[config.mk]
export PLATFORM = sky130hd
export DESIGN_NAME = solver_frame_sequencer
export DESIGN_NICKNAME = d
export VERILOG_FILES = /design/src/rtl/solver_frame_sequencer.sv
export SDC_FILE = /design/constraint.sdc
export NUM_CORES = 1
export LEC_CHECK = 0
export ABC_AREA = 1
export CAP_MARGIN = 40
export CORE_MARGIN = 1
export CORE_UTILIZATION = 51
export DETAILED_ROUTE_END_ITERATION = 16
export PLACE_DENSITY = 0.91
export SLEW_MARGIN = 25
export SYNTH_ARGS = -nofsm -noshare
export SYNTH_HDL_FRONTEND = slang
export SYNTH_SLANG_ARGS = --single-unit
[constraint.sdc]
create_clock -name Clk -period 6.3 [get_ports Clk]
set_clock_uncertainty 0.1 [all_clocks]
set_input_delay 1.89 -clock Clk [delete_from_list [all_inputs] [get_ports Clk]]
set_output_delay 1.89 -clock Clk [all_outputs]
set_load 0.03 [all_outputs]
[src/rtl/solver_frame_sequencer.sv]
// Byte-stream front end for the Solver core: assembles a command frame, presents it,
// waits a fixed solve latency, then returns the captured result over valid/ready.
module solver_frame_sequencer #(
    parameter int SOLVE_CYCLES = 2  // legal range 1..15
) (
    input  logic        Clk,
    input  logic        Rst,
    input  logic [7:0]  in_byte,
    input  logic        in_valid,
    output logic        in_ready,
    output logic [59:0] sol_data_raw,
    output logic [77:0] sol_data_enc,
    output logic [1:0]  sol_work,
    input  logic [77:0] sol_out_enc,
    input  logic [59:0] sol_out_raw,
    output logic [77:0] res_data,
    output logic [1:0]  res_mode,
    output logic        res_valid,
    input  logic        res_ready,
    output logic        err_illegal,
    output logic        busy,
    output logic [2:0]  dbgState
);

    // Handshakes: a byte moves on in_valid && in_ready, a result on res_valid && res_ready;
    // both ready/valid outputs are registered, so neither depends on its partner this cycle.
    typedef enum logic [2:0] {
        IDLE       = 3'd0,
        LOAD       = 3'd1,
        PRESENT    = 3'd2,
        SOLVE_WAIT = 3'd3,
        RESP       = 3'd4
    } seqState_t;

    seqState_t   state;
    logic [1:0]  curMode;
    logic [79:0] asmBuf;
    logic [3:0]  byteCnt;
    logic [3:0]  waitCnt;
    logic        accept;
    logic [3:0]  lastIdx;

    assign accept   = in_valid && in_ready;
    assign lastIdx  = (curMode == 2'd1) ? 4'd9 : 4'd7;
    assign busy     = (state != IDLE);
    assign dbgState = state;

    always_ff @(posedge Clk) begin
        if (Rst) begin
            state        <= IDLE;
            curMode      <= 2'd0;
            asmBuf       <= '0;
            byteCnt      <= '0;
            waitCnt      <= '0;
            in_ready     <= 1'b0;
            sol_data_raw <= '0;
            sol_data_enc <= '0;
            sol_work     <= '0;
            res_data     <= '0;
            res_mode     <= '0;
            res_valid    <= 1'b0;
            err_illegal  <= 1'b0;
        end else begin
            err_illegal <= 1'b0;
            case (state)
                IDLE: begin
                    // Also raises in_ready on the first cycle out of reset.
                    in_ready <= 1'b1;
                    if (accept) begin
                        curMode <= in_byte[1:0];
                        case (in_byte[1:0])
                            2'd0, 2'd1: begin
                                asmBuf  <= '0;
                                byteCnt <= '0;
                                state   <= LOAD;
                            end
                            2'd2: begin
                                in_ready <= 1'b0;
                                state    <= PRESENT;
                            end
                            default: err_illegal <= 1'b1;
                        endcase
                    end
                end
                LOAD: begin
                    if (accept) begin
                        asmBuf[{byteCnt, 3'b000} +: 8] <= in_byte;
                        byteCnt <= byteCnt + 4'd1;
                        if (byteCnt == lastIdx) begin
                            in_ready <= 1'b0;
                            state    <= PRESENT;
                        end
                    end
                end
                PRESENT: begin
                    // The data port the mode does not use keeps its old value.
                    sol_work <= curMode;
                    if (curMode == 2'd0) sol_data_raw <= asmBuf[59:0];
                    if (curMode == 2'd1) sol_data_enc <= asmBuf[77:0];
                    waitCnt <= 4'(SOLVE_CYCLES - 1);
                    state   <= SOLVE_WAIT;
                end
                SOLVE_WAIT: begin
                    if (waitCnt == 4'd0) begin
                        res_data  <= (curMode == 2'd0) ? sol_out_enc : {18'b0, sol_out_raw};
                        res_mode  <= curMode;
                        res_valid <= 1'b1;
                        state     <= RESP;
                    end else begin
                        waitCnt <= waitCnt - 4'd1;
                    end
                end
                RESP: begin
                    if (res_ready) begin
                        res_valid <= 1'b0;
                        in_ready  <= 1'b1;
                        state     <= IDLE;
                    end
                end
                default: begin
                    in_ready <= 1'b0;
                    state    <= IDLE;
                end
            endcase
        end
    end

endmodule
Word level (Yosys, flattened, before mapping). Index checks and enable logic that the tools add are counted.

Word-level logic and storage cells: 89. Output and inout port bits: 227. Flip-flop bits (word level): 316. Input port bits: 150.

Eq/ne operators: 16. Bitwise gates (word level): 3. Multiplexer cells: 30. Add/subtract/negate cells: 3. Reduce and logical (&&, ||, !) cells: 22. Shift-type cells: 2.

Operators by type and width (number): $mux 80 (3); $pmux 80 s2 (1); $bwmux 80 (1); $shift 8x9->80 const A (1); $shiftx 8x9->80 (1); $mux 78 (1); $mux 4 (5); $pmux 4 s2 (2); $mux 3 (5); $pmux 3 s5 (1); $ne 2x2->1 const B (6); $reduce_and 2->1 (5); $neg 7->9 (1); $mux 1 (8); $reduce_and 4->1 (2); $eq 3x2->1 const B (2); $pmux 3 s2 (1); $reduce_and 6->1 (1); $reduce_bool 2->1 (3); $reduce_or 3->1 (2); $add 4x1->4 const B (1); $eq 2x1->1 const B (2); $eq 4x4->1 (1); $logic_not 2->1 (2); other kinds (15) (18).

Depth between registers and ports, before layout.
Depth in word-level cells: 6. Mapped depth: 14.

Worst setup path before layout. No wires, ideal clock.

Path type: register to output. From: reg state[1], in the netlist dbgState[1]. To: out busy. Path slack: 3.124 ns. Cell stages (with the launch flop): 5. Arrival: 1.186 ns. Data required time: 4.310 ns. Path buffers: 0. Cells stage by stage: dfxtp_1 -> inv_1 -> nand2_1 -> nor2_1 -> inv_1.

Word-level cells in the longest chain between the ends: 1.

Ends and longest elaborated chain: from (decl) (line 35) `seqState_t state;`; from (signal assigned) (line 50) `state <= IDLE;`; from (signal assigned) (line 75) `state <= LOAD;`; from (signal assigned) (line 79) `state <= PRESENT;`; $reduce_bool 3->1 (line 45) `assign busy = (state != IDLE);`; to (decl) (line 21) `output logic busy,`.

Every way passes these cells.

Final worst setup path. Ends and elaborated chain as after synthesis.

==> results list <==
- The run finished with clean final reports.
* Maximum fanout count along the critical path: 7
- For this run, the top clock speed supported by timing is 239 MHz.
* Predominant post-synthesis flop cell: sky130_fd_sc_hd__dfxtp_1
- Initial drt markers: 1527
* Xor and xnor fraction of the mapped netlist area: 0.00135
- Synthesized area: 0.0130 mm2
- In this run the tightest slew margin relative to its limit is 0.441.
- The worst setup path is captured at an output pin.
* Post-detailed-route DRC marker count: 0
- Of the total synthesized cell area, the portion taken by full adders, half adders and majority gates is 0.00481.
- Once placement finished, the instance area stood at 0.0168 mm2.
* Number of cells on the worst reg-to-reg path: 7
- Slew of the pin with the lowest slew margin: 0.838 ns
- The floorplan step set the die width to 162 um.
* Reg2Reg Capture Point: asmBuf[55]$_SDFFE_PP0P_
- During placement, the flow inserted port buffers numbering 376.
- The detail route stage leaves a number of antenna-violating nets equal to 0.
- Worst slack at placement: 1.70 ns
* Final clock period utilization by the worst path: 0.663
- Peak ir drop on the vdd network: 0.286 mV
* Mean routed wirelength per cell: 18.4 um
- The critical path is of the register to output pin type.
* Leakage component of the power: 6.99 nW
* Total grt overflow: 0
* Routed wire length: 44.3 mm
- Post-CTS repair changed the size of 0 cells.
* Overall Power: 0.00538 W
* Hold Path End: sol_data_raw[51]$_SDFFE_PP0P_
* Clock buffers created by TritonCTS: 34
- Placed wire-length estimate after detailed placement: 29.3 mm
- Full die area: 0.0261 mm2
- For this run, the register share of the synthesized area comes to 0.484.
- Critical register-to-register path startpoint: byteCnt[0]$_SDFFE_PP0P_
- Total Negative Setup Slacks: 0 ns
* Layout cells sized above 1: 0.0485
- Arrival time at the worst endpoint: 2.19 ns
* Total number of vias: 13900
- Drt first pass iters: 6
- Counting every instance in the synthesized netlist gives 1774.
- The tool flagged a number of max-cap violations equal to 0.
* Setup Fix Bufs, Post-CTS: 0
- Counting every sink on the clock net gives 314.
* Vias in the first global route: 12800
* Starting Density: 0.518
- In this run the clock root is driven by a sky130_fd_sc_hd__clkbuf_16.
* Floorplan core area: 0.0251 mm2
* Hold wc startpoint: sol_data_raw[51]$_SDFFE_PP0P_
- Of all flip-flops after synthesis, the portion carrying an async set or reset was 0.
- Number of hold-repair buffers added at the cts stage: 0
- Using the TritonRoute via totals, the vias-per-cell ratio works out to 5.74.
* Chain of cells forming the critical path: inv_1, nand2_1, nor2_1, inv_1, clkdlybuf4s50_1
- Fraction of synthesized area in multiplexers: 0
* Fill cell instance count of the final layout: 1876
* Count of flip-flops with a built-in enable after synthesis: 0
- Finished layout cell area: 0.0180 mm2
- 377 I/O pins were placed.
- The congestion estimate from routability-driven global placement came to 0.959.
- Floorplan row count: 58
* Required time at the endpoint of the critical path: 4.31 ns
- Counting instances, the worst hold path has a depth of 2.
- HP Class: register to register
- At the end of the flow the core is filled with cells to 0.715.
* Fraction of the mapped netlist area in simple logic gates: 0.241
* Number of distinct standard cells referenced by the synthesized netlist: 34
- In the global route stage, overall resource usage came out at 0.325.
* Maximum number of pins on one net before global-route repair: 81
- TritonCTS built the clock tree.
- The area growth from synthesis to layout is 38.1%.
- Setup slack on the worst reg-to-reg path comes out at 2.89 ns.
- Number of nets in the final layout: 2219
- Bufs on Longest Clock Path: 3
* DIE HEIGHT: 162 um
* Minimum period implied by the final worst setup slack: 4.18 ns
* Longest individual stage delay on the worst path: 0.67 ns
- Total inserted antenna cells: 0
- Flip-flop and latch count after synthesis: 314
- Cell Pwr Density: 299 mW/mm2
- The max-slew violation count came to 0.
- Final worst-path setup slack: 2.12 ns
* Clock-pin slew reported for the worst setup and hold paths after clock tree synthesis: 0.06 ns
* Yosys warning count: 0
- Antenna violations before repair: 1
- Clock latency on the worst-skew pair: 0.51 ns
* Number of setup violations in the final report: 0
* Startpoint type of the worst setup path: register
- The clock tree synthesis step divided the H-tree into 2 levels.
* Unrepaired setup endpoints after global routing: no
* Endpoints failing hold: 0
- Counting every net in the synthesized netlist gives 1929.
- The share of the synthesized area in compound gates (AO/OA/AOI/OAI) is 0.189.
- Main combinational cell family by area after synthesis: simple AND/OR/NAND/NOR gates
- Cell seen most often among critical-path stages: sky130_fd_sc_hd__inv_1
* Wire length of the first global-routing pass: 68.1 mm
- The average instance in the mapped netlist occupies 7.33 um2.
* Slowest stage cell, crit path: sky130_fd_sc_hd__clkdlybuf4s50_1
==> worst max path at each step <==
stage / startpoint / to / slack (ns) / cells past startpoint
after floorplan: dbgState[1]$_SDFFE_PP0P_ / busy / 3.12 / 4
after global routing: in_byte[1] / asmBuf[60]$_SDFFE_PP0P_ / 1.96 / 8
after detailed placement: in_byte[1] / asmBuf[58]$_SDFFE_PP0P_ / 1.70 / 8
final: dbgState[1]$_SDFFE_PP0P_ / busy / 2.12 / 5
after CTS: dbgState[1]$_SDFFE_PP0P_ / busy / 2.12 / 5
after global placement: in_byte[1] / asmBuf[58]$_SDFFE_PP0P_ / 1.78 / 8
==> synth_stat cells (6+ instances only) <==
cell,n,share of area
sky130_fd_sc_hd__buf_1,8,0.0023
sky130_fd_sc_hd__nor2_1,194,0.056
sky130_fd_sc_hd__inv_2,6,0.0017
sky130_fd_sc_hd__a21oi_1,195,0.075
sky130_fd_sc_hd__nor3_1,14,0.0054
sky130_fd_sc_hd__inv_1,108,0.031
sky130_fd_sc_hd__buf_2,29,0.011
sky130_fd_sc_hd__o21ai_0,218,0.084
sky130_fd_sc_hd__dfxtp_1,314,0.48
sky130_fd_sc_hd__clkinv_1,9,0.0026
sky130_fd_sc_hd__clkbuf_1,99,0.029
sky130_fd_sc_hd__nand4_1,16,0.0077
sky130_fd_sc_hd__nand3_1,185,0.071
sky130_fd_sc_hd__a31oi_1,60,0.029
sky130_fd_sc_hd__nand2_1,282,0.081
==> through the flow <==
step                cells  hold slack (ns)
global placement     2350            0.349
CTS                  2412            0.365
global route         2414            0.375
finish               2414            0.359
floorplan            1774            0.330
detailed placement   2356            0.353
==> placed cells by master (no fill, tap or decap), types with 3 or more instances in the layout <==
cell,count
sky130_fd_sc_hd__a21oi_1,195
sky130_fd_sc_hd__a31oi_1,60
sky130_fd_sc_hd__buf_16,4
sky130_fd_sc_hd__buf_4,11
sky130_fd_sc_hd__bufinv_16,3
sky130_fd_sc_hd__clkbuf_1,7
sky130_fd_sc_hd__clkbuf_16,34
sky130_fd_sc_hd__clkbuf_8,3
sky130_fd_sc_hd__clkdlybuf4s50_1,375
sky130_fd_sc_hd__clkinv_1,8
sky130_fd_sc_hd__dfxtp_1,312
sky130_fd_sc_hd__ha_1,5
sky130_fd_sc_hd__inv_1,108
sky130_fd_sc_hd__inv_2,5
sky130_fd_sc_hd__nand2_1,281
sky130_fd_sc_hd__nand2_2,4
sky130_fd_sc_hd__nand3_1,185
sky130_fd_sc_hd__nand3_2,4
sky130_fd_sc_hd__nand4_1,16
sky130_fd_sc_hd__nor2_1,193
sky130_fd_sc_hd__nor2_2,4
sky130_fd_sc_hd__nor2_4,4
sky130_fd_sc_hd__nor3_1,14
sky130_fd_sc_hd__o21ai_0,218
==> worst max-delay path, delay by kind of cell, from the launching register on <==
kind                   cells  cell delay [ns]
AND/OR/NAND/NOR            2             0.25
buffers and inverters      3             0.94
flip-flops                 1             0.49
==> cell families (layout without fill, tap and decap cells) <==
family | count (synthesis) | count (layout)
AOI/OAI and AO/OA | 475 | 475
xor gates and xnor gates | 2 | 2
adders and majority gates | 5 | 5
buffers and inverters | 263 | 573
DFF | 314 | 314
and+or+nand+nor | 715 | 715
==> state kept, by name, indices dropped and copies added, names as in the netlist <==
signal        flops
sol_data_enc     78
res_mode          2
res_valid         1
byteCnt           4
curMode           2
dbgState          3
res_data         78
in_ready          1
sol_work          2
asmBuf           78
err_illegal       1
sol_data_raw     60
waitCnt           4
==> report_power, final <==
| part | switching [W] | leakage, nW | internal [W] |
|---|---|---|---|
| Sequential | 0.000112 | 2.54 | 0.00210 |
| Combinational | 0.000787 | 3.93 | 0.000397 |
| Clock | 0.000819 | 0.524 | 0.00116 |
| Total | 0.00172 | 6.99 | 0.00366 |
==> layout make-up <==
| cell class | instances | area, um2 | area share |
|---|---|---|---|
| Sequential cell | 314 | 6290 | 0.350 |
| Timing Repair Buffer | 394 | 4020 | 0.224 |
| Tap cell | 330 | 413 | 0.0230 |
| Clock buffer | 44 | 918 | 0.0511 |
| Clock inverter | 12 | 166 | 0.00927 |
| Multi-Input combinational cell | 1197 | 5690 | 0.317 |
| Inverter | 123 | 467 | 0.0260 |
==> metal layers <==
layer / wire length (um) / part of all wire / global-route usage / vias up
met1: 18400 / 0.42 / 0.427 / 6471
met5: 11 / 0.00025 / 0 / -
met3: 3870 / 0.087 / 0.0631 / 141
met4: 1700 / 0.038 / 0.125 / 2
li1: - / - / - / 6492
met2: 20300 / 0.46 / 0.529 / 761
(Power assumes the default switching activity.)
==> RTL change 1 (config.mk and constraints unchanged) <==
Put one more register stage on the output `dbgState`. The value now appears one clock later. The other outputs are not delayed to match.
--- a/src/rtl/solver_frame_sequencer.sv
+++ b/src/rtl/solver_frame_sequencer.sv
@@ -43,7 +43,9 @@
     assign accept   = in_valid && in_ready;
     assign lastIdx  = (curMode == 2'd1) ? 4'd9 : 4'd7;
     assign busy     = (state != IDLE);
-    assign dbgState = state;
+    always_ff @(posedge Clk) begin
+        dbgState <= state;
+    end
 
     always_ff @(posedge Clk) begin
         if (Rst) begin
Behaviour: not the same (Yosys sat finds a counterexample within 4 cycles, from zero or initial values and one cycle with Rst high).
==> RTL change 1 against the unedited design <==
Worst setup slack worse by 0.076 ns; cell area hardly changed; total power is 0.97% lower; sequential share of layout area is 0.35 points higher; clock power is 3% lower; sequential cell count is 3 higher; sequential power hardly changed; via count is 0.35% lower; area after synthesis hardly changed; count of clock-buffer cells in the layout is 8 higher; critical path depth is 3 higher; routed wire length is 3.7% higher; critical endpoint is now asmBuf[30].
==> RTL change 1: results (changes against the unedited design) <==
metric,value,unit,change
async_flop_share,0,%,unchanged
internal_power,3.63,mW,-0.85%
critPathMaxFanout,68,,+61
synth-xor-area-share,0.135,%,about the same
ys_top_cells_by_area,"dfxtp_1 (49%), o21ai_0 (8.4%), nand2_1 (8.1%), a21oi_1 (7.5%), nand3_1 (7.1%)",,
clk_latency,0.51,ns,about the same
outcome,"complete, no violations",,
ys_types,31,,-8.8%
overflow,0,,unchanged
synth_commonest_cells,"dfxtp_1 (317), nand2_1 (280), o21ai_0 (218)",,
synth_warnings,0,,unchanged
vias,13800,,-0.35%
nFillCells,1906,,+1.6%
power.leakage,7.01,nW,+0.27%
drt-pass1-iter-count,6,,unchanged
cts_root_buf,clkbuf_16,,
ctsHtreeMaxLevel,2,,unchanged
clkSlewWorstSetupHoldPaths,0.06,ns,about the same
io_buffers,376,,unchanged
drtIter0Drc,1407,,-7.9%
synth-compound-area-share,18.9,%,about the same
grt.total_usage,34.1,%,+1.6 points
synth-seq-area-share,48.8,%,+0.42 points
antenna_found_initial,8,,+7
clockBufferDepth,3,,unchanged
globalplace.congestion,0.906,,-5.4%
worst_ep_arrival_time,4.59,ns,+2.40 ns
ir_drop,227,uV,-21%
post_cts_buffers,0,,unchanged
drive_above_1_share,4.69,%,-0.16 points
num-nets-final,2224,,+0.23%
synth_ff_type,dfxtp_1,,
hp-class,flip-flop to flip-flop,,
place_ws,1.56,ns,-0.143 ns
cts_resized,0,,unchanged
slew_headroom,44.8,%,+0.75 points
drt-total-wl,45.9,mm,+3.7%
synth.net_count,1932,,+0.16%
post_synth_mux_area_share,0,%,unchanged
cts_buffers,34,,unchanged
grt_pass1_wl,70.7,mm,+3.7%
hpwl,30.8,mm,+5.2%
grt_pass1_vias,13000,,+1.3%
grt_max_degree,105,,+30%
largestRegisters,"asmBuf (78), res_data (78), sol_data_enc (78)",,
synth_adder_area_share,0.481,%,about the same
RTL change 1: per-layer routing:
| metal | routed length [um] | vias up | GRT usage (%) | share of wire [%] |
|---|---|---|---|---|
| met1 | 17600 | 6407 | 40.2 | 38 |
| met2 | 22000 | 746 | 57.8 | 48 |
| li1 | - | 6521 | - | - |
| met3 | 3980 | 144 | 7.53 | 8.7 |
| met5 | 0 | - | 0 | 0 |
| met4 | 2390 | 0 | 18.4 | 5.2 |
RTL change 1: path summary, 6_finish.rpt:
path / endpoint / from / slack, ns / depth (start not counted)
worst max register to register: asmBuf[19] / byteCnt[0] / 2.72 / 7
worst max-delay path: asmBuf[30] / in_byte[1] / 2.05 / 8
worst min register to register: dbgState[0] / state[0] / 0.33 / 0
worst min-delay path: dbgState[0] / state[0] / 0.33 / 0
RTL change 1: cell families after synthesis:
| group | after synthesis |
|---|---|
| adders and majority gates | 5 |
| and+or+nand+nor | 715 |
| AOI/OAI and AO/OA | 475 |
| DFF | 317 |
| xor gates and xnor gates | 2 |
| buffers and inverters | 263 |
RTL change 1: final cells by class:
type | count | area share (%)
sequential | 317 | 35.4
multi-input combinational | 1197 | 31.5
timing repair buffer | 396 | 22.3
clock buffer | 52 | 5.51
inverter | 123 | 2.59
tap | 330 | 2.30
clock inverter | 5 | 0.321
antenna | 8 | 0.112
RTL change 1: critical path, cell delays in order:
cell and delay (ns):
clkdlybuf4s50_1 0.70, inv_1 0.20, nand4_4 0.40, buf_4 0.61
nand2_1 0.32, inv_1 0.27, nor2_1 0.07, nor2_1 0.11
RTL change 1: through the flow:
| stage | cell area [sq um] | power [mW] | std cells | hold slack (ns) |
|---|---|---|---|---|
| after global routing | 17900 | 5.53 | 2428 | 0.337 |
| after CTS | 17800 | 5.30 | 2415 | 0.324 |
| after floorplan | 13000 | 2.98 | 1777 | 0.276 |
| final | 17900 | 5.32 | 2428 | 0.331 |
| after global placement | 16700 | 3.38 | 2355 | 0.300 |
| after detailed placement | 16800 | 3.41 | 2358 | 0.316 |
RTL change 1: power groups by stage:
stage	sequential, mW	clock (mW)	combinational, mW
4_1_cts	2.21	1.92	1.16
5_1_grt	2.23	2.01	1.30
2_1_floorplan	2.32	0	0.655
3_3_place_gp	2.25	0	1.12
6_report	2.22	1.92	1.19
3_5_place_dp	2.25	0	1.16
==> RTL change 2 (same settings) <==
Made on the original files. Reset style: asynchronous (`Rst`), changed in one clocked block.
--- a/src/rtl/solver_frame_sequencer.sv
+++ b/src/rtl/solver_frame_sequencer.sv
@@ -45,7 +45,7 @@
     assign busy     = (state != IDLE);
     assign dbgState = state;
 
-    always_ff @(posedge Clk) begin
+    always_ff @(posedge Clk or posedge Rst) begin
         if (Rst) begin
             state        <= IDLE;
             curMode      <= 2'd0;
Function: differs if Rst is asserted again (counterexample within 4 cycles, from zero or initial values and one cycle with Rst high); with Rst held inactive, the same outputs for 4 cycles.
==> RTL change 2 against the unedited design <==
Routed wire length down 0.80%; die area is 3.7% higher; sequential cell count is the same; cell area grew 3.8%; worst setup slack improved by 0.063 ns; first-iteration DRC count fell by 10%; core utilization is 0.21 points higher; area after synthesis grew 3.8%; largest cell class unchanged; highest routed layer is now met4.
Power is not compared: it rests on default switching activity, and its combinational part moved more than twofold at a synthesized area within 25%.
==> RTL change 2: results (changes against the unedited design) <==
metric,value,unit,change
cts_root_buf,clkbuf_16,,
worst_ep_arrival_time,2.12,ns,-0.07 ns
cp_top_family,buffers and inverters,,
wl_met3,4.12,mm,+6.5%
grt_max_degree,133,,+64%
synth-seq-area-share,58.2,%,+9.9 points
drive_above_1_share,6.98,%,+2.1 points
n_antenna_cell,11,,+11
globalplace.congestion,0.983,,+2.6%
drtIter0Drc,1370,,-10%
n_all_inverters,97,,-21%
timing.rr.end,asmBuf[20],,
outcome,"complete, no violations",,
drt-total-wl,44.0,mm,-0.80%
ys_types,37,,+8.8%
top_layer_used,met4,,
nNonClkBuffers,390,,-1.0%
synthCells,1516,,-15%
nMultiInputCombCells,1018,,-15%
slew_headroom,45.8,%,+1.7 points
multi_input_area,4870,sq um,-14%
use_met3,8.16,%,+1.9 points
synth-xor-area-share,0,%,-0.13 points
synth_adder_area_share,0.464,%,-0.018 points
grt_pass1_vias,12300,,-4.0%
cts_sinks,314,,unchanged
avgViaCountPerCell,5.63,,-2.0%
antenna_found_initial,13,,+12
nFillCells,1804,,-3.8%
async_flop_share,100,%,+100 points
r2r_cells,8,,+1
hpwl,30.6,mm,+4.4%
r2r_slack,3.15,ns,+0.26 ns
seqCellArea,7860,sq um,+25%
grt_use_met2,55.2,%,+2.3 points
nClkBuffers,51,,+16%
grt_pass1_wl,66.6,mm,-2.3%
post_synth_mux_area_share,1.50,%,+1.5 points
num-nets-final,2010,,-9.4%
cpPeakStageDelay,0.65,ns,-0.02 ns
synth.net_count,1671,,-13%
clkCellAreaFrac,5.77,%,-0.27 points
ys_top_cells_by_area,"dfrtp_1 (58%), nand2_1 (12%), o21ai_0 (7.0%), nor2_1 (3.5%), nand3_1 (3.1%)",,
setup.worst_path.start,dbgState[0],,
use_met1,37.1,%,-5.5 points
synth_commonest_cells,"nand2_1 (433), dfrtp_1 (314), o21ai_0 (190)",,
worstHoldStart,asmBuf[25],,
layout.nonclk_buf_share,21.5,%,-0.82 points
reg2reg_from,byteCnt[0],,
grt.total_usage,32.2,%,-0.30 points
hold_path_end,asmBuf[25],,
wl_met1,15.6,mm,-15%
RTL change 2: worst register-to-register path: stages (launching register included):
cell     delay, ns
dfrtp_1       0.54
inv_1         0.39
ha_1          0.72
inv_1         0.37
nor2_4        0.35
nand3_2       0.24
nand2_2       0.22
nand2_1       0.09
nand2_1       0.07
RTL change 2: stage by stage:
step	cell area (sq um)	utilization, %	setup WS, ns	total power [mW]	hold slack (ns)
2_1_floorplan	13500	-	0.127	4.70	0.338
3_3_place_gp	17400	66.9	2.04	5.80	0.354
3_5_place_dp	17500	67.2	1.92	5.92	0.362
4_1_cts	18500	71.3	2.19	7.87	0.369
5_1_grt	18600	71.7	2.09	8.28	0.405
6_report	18600	71.7	2.19	7.92	0.382
RTL change 2: power groups by stage:
stage,logic [mW],clock network [mW],registers (mW)
after floorplan,1.38,0,3.33
after global placement,2.99,0,2.80
after detailed placement,3.17,0,2.75
after CTS,3.20,1.94,2.74
after global routing,3.48,2.02,2.79
final,3.25,1.92,2.75
